<file path="src/rtl/quad_enc_pkg.sv">
// Shared constants for the quadrature encoder reader: register map, control/status
// bit positions and the per-cycle step encoding produced by the decoder.
package quad_enc_pkg;

  localparam logic [3:0] ADDR_POSITION  = 4'd0;
  localparam logic [3:0] ADDR_VELOCITY  = 4'd1;
  localparam logic [3:0] ADDR_INDEX_POS = 4'd2;
  localparam logic [3:0] ADDR_STATUS    = 4'd3;
  localparam logic [3:0] ADDR_ERR_COUNT = 4'd4;
  localparam logic [3:0] ADDR_CONTROL   = 4'd5;
  localparam logic [3:0] ADDR_CLEAR     = 4'd6;

  localparam int CTRL_ENABLE   = 0;
  localparam int CTRL_ZERO_IDX = 1;
  localparam int CTRL_INVERT   = 2;

  localparam int STAT_IDX      = 0;
  localparam int STAT_ERR      = 1;
  localparam int STAT_DIR      = 2;
  localparam int STAT_FILT_LSB = 4;

  localparam int CLR_IDX = 0;
  localparam int CLR_ERR = 1;

  localparam logic [2:0]  CONTROL_RESET = 3'b001;
  localparam logic [31:0] READ_DEFAULT  = 32'hDEAD_BEEF;

  typedef enum logic [1:0] {
    STEP_NONE = 2'b00,
    STEP_FWD  = 2'b01,
    STEP_REV  = 2'b10,
    STEP_ERR  = 2'b11
  } step_t;

  // Position of an {A,B} level within the forward cycle 00 -> 10 -> 11 -> 01.
  function automatic logic [1:0] gray_phase(input logic [1:0] ab);
    case (ab)
      2'b00:   gray_phase = 2'd0;
      2'b10:   gray_phase = 2'd1;
      2'b11:   gray_phase = 2'd2;
      default: gray_phase = 2'd3;
    endcase
  endfunction

  function automatic step_t decode_step(input logic [1:0] prev_ab, input logic [1:0] cur_ab);
    logic [1:0] diff;
    diff = gray_phase(cur_ab) - gray_phase(prev_ab);
    case (diff)
      2'd0:    decode_step = STEP_NONE;
      2'd1:    decode_step = STEP_FWD;
      2'd3:    decode_step = STEP_REV;
      default: decode_step = STEP_ERR;
    endcase
  endfunction

endpackage

</file>
<file path="src/rtl/quad_input_filter.sv">
// One encoder channel: 2-FF synchronizer followed by a glitch filter that only
// accepts a new level after it has been stable for FILTER_LEN consecutive cycles.
module quad_input_filter #(
  parameter int FILTER_LEN = 4
) (
  input  logic clk,
  input  logic reset_n,
  input  logic async_i,
  output logic filt_o
);

  localparam int CNT_W = (FILTER_LEN > 1) ? $clog2(FILTER_LEN) : 1;
  localparam logic [CNT_W-1:0] CNT_LOAD = CNT_W'(FILTER_LEN - 1);

  logic [1:0]       sync_q;
  logic             filt_q, filt_d;
  logic [CNT_W-1:0] cnt_q, cnt_d;

  always_ff @(posedge clk or negedge reset_n) begin
    if (!reset_n) begin
      sync_q <= '0;
      filt_q <= 1'b0;
      cnt_q  <= CNT_LOAD;
    end else begin
      sync_q <= {sync_q[0], async_i};
      filt_q <= filt_d;
      cnt_q  <= cnt_d;
    end
  end

  // Down-counter reloads whenever the input agrees with the output.
  always_comb begin
    filt_d = filt_q;
    cnt_d  = CNT_LOAD;
    if (sync_q[1] != filt_q) begin
      if (cnt_q == '0) filt_d = sync_q[1];
      else             cnt_d  = cnt_q - 1'b1;
    end
  end

  assign filt_o = filt_q;

endmodule

</file>
<file path="src/rtl/quad_encoder_reader.sv">
// Quadrature encoder reader with Avalon-MM register access: filtered A/B/I decode,
// position, windowed velocity, index capture and transition-error accounting.
module quad_encoder_reader
  import quad_enc_pkg::*;
#(
  parameter int FILTER_LEN = 4,
  parameter int VEL_WINDOW = 50000
) (
  input  logic        clk,
  input  logic        reset_n,
  input  logic [3:0]  avs_s0_address,
  input  logic        avs_s0_write,
  input  logic [31:0] avs_s0_writedata,
  input  logic        avs_s0_read,
  output logic [31:0] avs_s0_readdata,
  output logic        avs_s0_waitrequest,
  input  logic        enc_a,
  input  logic        enc_b,
  input  logic        enc_i
);

  localparam int WIN_W = (VEL_WINDOW > 1) ? $clog2(VEL_WINDOW) : 1;
  localparam logic [WIN_W-1:0] WIN_LOAD = WIN_W'(VEL_WINDOW - 1);
  // Decoding stays masked after reset until the filters have caught up with the pins.
  localparam int SETTLE_LEN = FILTER_LEN + 4;
  localparam int SETTLE_W   = $clog2(SETTLE_LEN + 1);
  localparam logic [SETTLE_W-1:0] SETTLE_LOAD = SETTLE_W'(SETTLE_LEN);

  logic a_f, b_f, i_f;

  quad_input_filter #(.FILTER_LEN(FILTER_LEN)) u_filt_a (
    .clk(clk), .reset_n(reset_n), .async_i(enc_a), .filt_o(a_f));
  quad_input_filter #(.FILTER_LEN(FILTER_LEN)) u_filt_b (
    .clk(clk), .reset_n(reset_n), .async_i(enc_b), .filt_o(b_f));
  quad_input_filter #(.FILTER_LEN(FILTER_LEN)) u_filt_i (
    .clk(clk), .reset_n(reset_n), .async_i(enc_i), .filt_o(i_f));

  logic [1:0]          ab_prev_q;
  logic                i_prev_q;
  logic [SETTLE_W-1:0] settle_q, settle_d;
  logic [31:0]         position_q, position_d;
  logic [31:0]         velocity_q, velocity_d;
  logic [31:0]         index_pos_q, index_pos_d;
  logic [31:0]         win_delta_q, win_delta_d;
  logic [WIN_W-1:0]    win_cnt_q, win_cnt_d;
  logic [15:0]         err_cnt_q, err_cnt_d;
  logic                idx_q, idx_d, err_q, err_d, dir_q, dir_d;
  logic [2:0]          ctrl_q, ctrl_d;
  logic [31:0]         readdata_q, readdata_d;

  step_t       raw_step;
  logic        active, decode_en, move, neg, err_evt, idx_rise;
  logic        wr_pos, wr_ctrl, clr_idx, clr_err;
  logic [31:0] step_val, status_w;

  always_comb begin
    raw_step  = decode_step(ab_prev_q, {a_f, b_f});
    active    = (settle_q == '0);
    decode_en = active && ctrl_q[CTRL_ENABLE];
    move      = decode_en && (raw_step == STEP_FWD || raw_step == STEP_REV);
    neg       = (raw_step == STEP_REV) ^ ctrl_q[CTRL_INVERT];
    err_evt   = decode_en && (raw_step == STEP_ERR);
    idx_rise  = active && i_f && !i_prev_q;
    step_val  = '0;
    if (move) step_val = neg ? 32'hFFFF_FFFF : 32'd1;

    wr_pos  = avs_s0_write && (avs_s0_address == ADDR_POSITION);
    wr_ctrl = avs_s0_write && (avs_s0_address == ADDR_CONTROL);
    clr_idx = avs_s0_write && (avs_s0_address == ADDR_CLEAR) && avs_s0_writedata[CLR_IDX];
    clr_err = avs_s0_write && (avs_s0_address == ADDR_CLEAR) && avs_s0_writedata[CLR_ERR];

    status_w                         = '0;
    status_w[STAT_IDX]               = idx_q;
    status_w[STAT_ERR]               = err_q;
    status_w[STAT_DIR]               = dir_q;
    status_w[STAT_FILT_LSB +: 3]     = {i_f, b_f, a_f};
  end

  always_comb begin
    settle_d    = (settle_q == '0) ? settle_q : settle_q - 1'b1;
    position_d  = position_q + step_val;
    velocity_d  = velocity_q;
    index_pos_d = index_pos_q;
    win_delta_d = win_delta_q + step_val;
    win_cnt_d   = win_cnt_q - 1'b1;
    err_cnt_d   = err_cnt_q;
    idx_d       = idx_rise | (idx_q & ~clr_idx);
    err_d       = err_evt | (err_q & ~clr_err);
    dir_d       = move ? neg : dir_q;
    ctrl_d      = wr_ctrl ? avs_s0_writedata[2:0] : ctrl_q;
    readdata_d  = readdata_q;

    if (wr_pos)
      position_d = avs_s0_writedata;
    else if (idx_rise && ctrl_q[CTRL_ZERO_IDX])
      position_d = step_val;

    if (idx_rise) index_pos_d = position_q;

    if (win_cnt_q == '0) begin
      velocity_d  = win_delta_q + step_val;
      win_delta_d = '0;
      win_cnt_d   = WIN_LOAD;
    end

    // A clear in the same cycle as a new error leaves the new error counted.
    if (clr_err)
      err_cnt_d = err_evt ? 16'd1 : 16'd0;
    else if (err_evt && err_cnt_q != 16'hFFFF)
      err_cnt_d = err_cnt_q + 16'd1;

    if (avs_s0_read) begin
      case (avs_s0_address)
        ADDR_POSITION:  readdata_d = position_q;
        ADDR_VELOCITY:  readdata_d = velocity_q;
        ADDR_INDEX_POS: readdata_d = index_pos_q;
        ADDR_STATUS:    readdata_d = status_w;
        ADDR_ERR_COUNT: readdata_d = {16'd0, err_cnt_q};
        ADDR_CONTROL:   readdata_d = {29'd0, ctrl_q};
        ADDR_CLEAR:     readdata_d = '0;
        default:        readdata_d = READ_DEFAULT;
      endcase
    end
  end

  always_ff @(posedge clk or negedge reset_n) begin
    if (!reset_n) begin
      ab_prev_q   <= '0;
      i_prev_q    <= 1'b0;
      settle_q    <= SETTLE_LOAD;
      position_q  <= '0;
      velocity_q  <= '0;
      index_pos_q <= '0;
      win_delta_q <= '0;
      win_cnt_q   <= WIN_LOAD;
      err_cnt_q   <= '0;
      idx_q       <= 1'b0;
      err_q       <= 1'b0;
      dir_q       <= 1'b0;
      ctrl_q      <= CONTROL_RESET;
      readdata_q  <= '0;
    end else begin
      ab_prev_q   <= {a_f, b_f};
      i_prev_q    <= i_f;
      settle_q    <= settle_d;
      position_q  <= position_d;
      velocity_q  <= velocity_d;
      index_pos_q <= index_pos_d;
      win_delta_q <= win_delta_d;
      win_cnt_q   <= win_cnt_d;
      err_cnt_q   <= err_cnt_d;
      idx_q       <= idx_d;
      err_q       <= err_d;
      dir_q       <= dir_d;
      ctrl_q      <= ctrl_d;
      readdata_q  <= readdata_d;
    end
  end

  assign avs_s0_readdata    = readdata_q;
  assign avs_s0_waitrequest = 1'b0;

endmodule

</file>
<file path="config.mk">
export PLATFORM = sky130hd
export DESIGN_NAME = quad_encoder_reader
export DESIGN_NICKNAME = d
export VERILOG_FILES = /design/src/rtl/quad_enc_pkg.sv /design/src/rtl/quad_input_filter.sv /design/src/rtl/quad_encoder_reader.sv
export SDC_FILE = /design/constraint.sdc
export NUM_CORES = 1
export LEC_CHECK = 0
export ABC_AREA = 1
export BUFFER_PORTS_ARGS = -buffer_cell sky130_fd_sc_hd__buf_2
export CORE_ASPECT_RATIO = 0.8
export CORE_MARGIN = 1.5
export CORE_UTILIZATION = 41
export DETAILED_ROUTE_END_ITERATION = 12
export GPL_TIMING_DRIVEN = 0
export HOLD_SLACK_MARGIN = 0.05
export MAX_ROUTING_LAYER = met4
export SYNTH_ARGS = -nofsm -noshare
export SYNTH_HDL_FRONTEND = slang
export SYNTH_SLANG_ARGS = --single-unit
</file>
<file path="constraint.sdc">
create_clock -name clk -period 5.86 [get_ports clk]
set_clock_uncertainty 0.1 [all_clocks]
set_input_delay 0.586 -clock clk [delete_from_list [all_inputs] [get_ports clk]]
set_output_delay 0.586 -clock clk [all_outputs]
set_load 0.02 [all_outputs]
</file>
==> load_flow_metrics.sql <==
INSERT INTO impl_metrics (metric_group, metric, value, unit) VALUES
('run_status', 'status', 'completed', ''),
('die', 'num_rows', '59', ''),
('clock_tree', 'cts_resized', '0', ''),
('clock_tree', 'cts.root.buffer_cell', 'clkbuf_16', ''),
('route', 'detail_route.first_pass.iterations', '8', ''),
('route', 'postRouteWirelength', '40960', 'um'),
('worst_setup_path', 'worstRegToRegCells', '19', ''),
('sta', 'grt_setup_unrepaired', 'no', ''),
('run', 'max-cap-violations', '0', ''),
('synth', 'syn-cell-area', '13590', 'um2'),
('synth', 'synth_top_area_share', '37.38', '%'),
('route', 'num_vias', '12450', ''),
('synth', 'yosys_register_bits', '220', ''),
('synth', 'post_synth_inst_count', '1811', ''),
('clock_tree', 'clk_latency', '0.55', 'ns'),
('sta', 'timing.final.ws_setup', '1.275', 'ns'),
('synth', 'yosys_warnings', '0', ''),
('route', 'drtAntennaViolNets', '0', ''),
('layout', 'layout.cell_area.non_filler', '15500', 'um2'),
('sta', 'remaining_max_slew_budget_at_the_tightest_pin', '49.76', '%'),
('layout', 'antennaDiodeCount', '0', ''),
('synth', 'ys_top_cells_by_area', 'dfrtp_1 (37%), nand2_1 (14%), ha_1 (6.8%)', ''),
('worst_setup_path', 'critical_path.max_fanout', '32', ''),
('clock_tree', 'cts_setup_buffers', '0', ''),
('global_routing', 'grt_pass1_wl', '64900', 'um'),
('clock_tree', 'cts.hold.buffers_added', '4', ''),
('global_routing', 'largest_net_degree_at_the_start_of_global_routing', '119', ''),
('sta', 'finalCriticalPeriod', '4.585', 'ns'),
('worst_setup_path', 'worstSetupPathType', 'flop to flop', ''),
('layout', 'final.fill_count', '3251', ''),
('layout', 'proportion_of_layout_cells_with_a_drive_suffix_above_1', '11.05', '%'),
('die', 'die-area', '34260', 'um2'),
('global_routing', 'grt-ovfl-total', '0', ''),
('synth', 'postSynth.topFlopCell', 'dfrtp_1', ''),
('pwr', 'finalPower', '0.009412', 'W'),
('sta', 'hold_viol', '0', ''),
('pwr', 'vdd_ir_drop_max', '0.0003635', 'V'),
('die', 'pin_count', '76', ''),
('synth', 'seq_area_frac_synth', '40.66', '%'),
('global_routing', 'via_count_of_the_first_global_routing_pass', '11630', ''),
('sta', 'final.period_utilization', '78.23', '%'),
('place', 'gp_congestion', '0.9669', ''),
('synth', 'syn_nets', '1930', ''),
('pwr', 'power_leakage', '7.805', 'nW'),
('clock_tree', 'clkTransAtPathRegs', '0.07', 'ns'),
('layout', 'final_net_count', '2037', ''),
('worst_setup_path', 'cp-start-kind', 'flop', ''),
('sta', 'finalSetupViolations', '0', ''),
('die', 'die_width', '206.6', 'um'),
('layout', 'area_growth', '14.08', '%'),
('clock_tree', 'tritoncts_num_sinks', '220', ''),
('synth', 'syn_avg_cell_area', '7.504', 'um2'),
('place', 'place_hpwl', '31840', 'um'),
('worst_setup_path', 'timing.critical_path.to_type', 'flop', ''),
('sta', 'timing.final.max_slew_violations', '0', ''),
('min_path', 'hp-class', 'primary input to flop', ''),
('clock_tree', 'numCtsBuffers', '25', ''),
('sta', 'worstMarginPinSlew', '0.7535', 'ns'),
('synth', 'synth_edf_count', '0', ''),
('synth', 'postSynth.asyncResetShare', '100.0', '%'),
('clock_tree', 'ctsHtreeMaxLevel', '1', ''),
('route', 'detail_route.vias_per_cell', '5.267', ''),
('place', 'placement.setup.worst_slack', '1.380', 'ns'),
('die', 'dieHeight', '165.8', 'um'),
('synth', 'post-synth-top-area-cell', 'dfrtp_1', ''),
('route', 'drc', '0', ''),
('place', 'place_inst', '2314', ''),
('die', 'design.core.area', '32560', 'um2'),
('worst_setup_path', 'worst_ep_required_time', '6.15', 'ns'),
('layout', 'instances_no_fill', '2363', ''),
('route', 'detail_route.iter0.violations', '1133', ''),
('place', 'numPortBuffers', '73', ''),
('synth', 'synthDistinctLibCells', '55', ''),
('clock_tree', 'worst_case_clock_buffer_depth', '3', ''),
('worst_setup_path', 'timing.critical_path.arrival', '4.88', 'ns'),
('sta', 'finalSetupTns', '0', 'ns'),
('sta', 'maxClockFrequency', '218.1', 'MHz'),
('clock_tree', 'cts_tree', 'done', ''),
('global_routing', 'antenna_found_initial', '0', ''),
('die', 'start_util', '41.75', '%'),
('pwr', 'power_density', '607.1', 'nW/um2'),
('global_routing', 'gr-usage-all-layers', '24.91', '%'),
('place', 'placement.cell_area', '14580', 'um2'),
('min_path', 'holdPathStages', '3', ''),
('route', 'drt-wirelength-per-cell', '17.33', 'um');
-- worst paths after layout --
kind	from	to	slack [ns]
setup / recovery	u_filt_a.filt_o	velocity_q[28]	1.28
hold / removal	avs_s0_writedata[3]	position_q[3]	0.16
setup reg to reg	u_filt_a.filt_o	velocity_q[28]	1.28
hold reg to reg	u_filt_a.sync_q[0]	u_filt_a.sync_q[1]	0.25
max in group asynchronous	reset_n	win_delta_q[28]	4.03
min in group asynchronous	reset_n	win_cnt_q[7]	0.35
-- sequential cells by signal (all words and copies together) (netlist names), 3 cells and up --
| name | flops |
|---|---|
| avs_s0_readdata | 32 |
| ctrl_q | 3 |
| err_cnt_q | 16 |
| index_pos_q | 32 |
| position_q | 32 |
| settle_q | 4 |
| velocity_q | 32 |
| win_cnt_q | 16 |
| win_delta_q | 32 |
-- where the power goes --
| part | total (W) | switching, W | internal, W | leakage [nW] |
|---|---|---|---|---|
| Combinational | 0.00541 | 0.00354 | 0.00187 | 4.68 |
| Clock | 0.00170 | 0.000675 | 0.00103 | 0.426 |
| Sequential | 0.00230 | 0.000296 | 0.00201 | 2.70 |
| Total | 0.00941 | 0.00451 | 0.00490 | 7.81 |
-- synth_stat cells, drive strengths merged (5+ instances only) --
cell / number
a21o: 7
a21oi: 139
a221oi: 20
a31oi: 9
buf: 16
clkbuf: 26
dfrtp: 203
dfstp: 17
ha: 74
inv: 202
mux2: 15
nand2: 502
nand3: 102
nand3b: 11
nand4: 18
nor2: 220
nor3: 24
nor4: 5
o21ai: 117
o21bai: 10
o22ai: 9
or2: 7
xnor2: 19
xor2: 15
-- worst max-delay path, stage by stage (launching register included) --
cell and delay, ns:
dfrtp_1 0.42, inv_1 0.12, ha_1 0.31, ha_1 0.41, nor2_8 0.27, nand3_4 0.21
inv_2 0.57, buf_12 0.29, fa_1 0.24, nand2_1 0.06, nand2_1 0.06, o21ai_0 0.15
o21ai_1 0.45, nand2_1 0.10, nand2_1 0.17, nand2_1 0.14, nand2_1 0.10, nand2_1 0.05
nand2_1 0.10, o21ai_1 0.07
-- cell families (layout without fill, tap and decap cells) --
logic type | Yosys count | in the layout | share of synthesized area, %
flip-flops | 220 | 220 | 40.66
XOR/XNOR | 34 | 34 | 2.191
buffers and inverters | 246 | 371 | 7.144
AO/OA/AOI/OAI | 324 | 324 | 13.85
other | 1 | 1 | 0.02759
AND/OR/NAND/NOR | 895 | 895 | 27.78
adder cells (fa/ha/maj) | 76 | 76 | 7.107
multiplexers | 15 | 15 | 1.243
-- per-stage QoR --
step                      util, %  hold WS (ns)
final                       47.62        0.1550
after floorplan                 -        0.1904
after CTS                   47.62        0.1381
after global routing        47.62        0.1438
after detailed placement    44.77        0.2347
after global placement      44.51        0.2371
-- area by class of cell --
class | instances | area (um2) | share of cell area [%]
buffer | 42 | 202.7 | 1.307
clock buffer | 33 | 705.7 | 4.552
timing repair buffer | 80 | 490.5 | 3.164
sequential | 220 | 5527 | 35.65
multi-input combinational | 1345 | 7093 | 45.75
clock inverter | 12 | 182.7 | 1.178
inverter | 204 | 768.2 | 4.955
tap | 427 | 534.3 | 3.446
-- routing by layer --
layer	vias to the layer above	track usage, %	wire length, um
met5	-	-	0
met4	0	3.686	628
met3	42	4.768	2919
met2	357	34.54	16790
met1	5882	37.93	20620
li1	6164	-	-
-- placed cells by master, fill, tap and decap left out, drive strengths merged, types with 2 or more instances in the layout --
master,Yosys,routed
dfrtp,203,203
dlygate4sd3,0,4
clkinvlp,0,3
or2,7,7
nand3,102,102
a21oi,139,139
o22ai,9,9
and3,2,2
ha,74,74
clkinv,2,4
xnor2,19,19
inv,202,205
o21ai,117,117
nor3,24,24
bufinv,0,4
o2111ai,2,2
fa,2,2
o21a,3,3
dfstp,17,17
mux2,15,15
nor2,220,220
a21o,7,7
a221oi,20,20
nor4,5,5
clkbuf,26,59
and2,2,2
nand3b,11,11
o21bai,10,10
a31oi,9,9
buf,16,92
xor2,15,15
nand4,18,18
a22o,3,3
nand2,502,502
(Power assumes the default switching activity.)
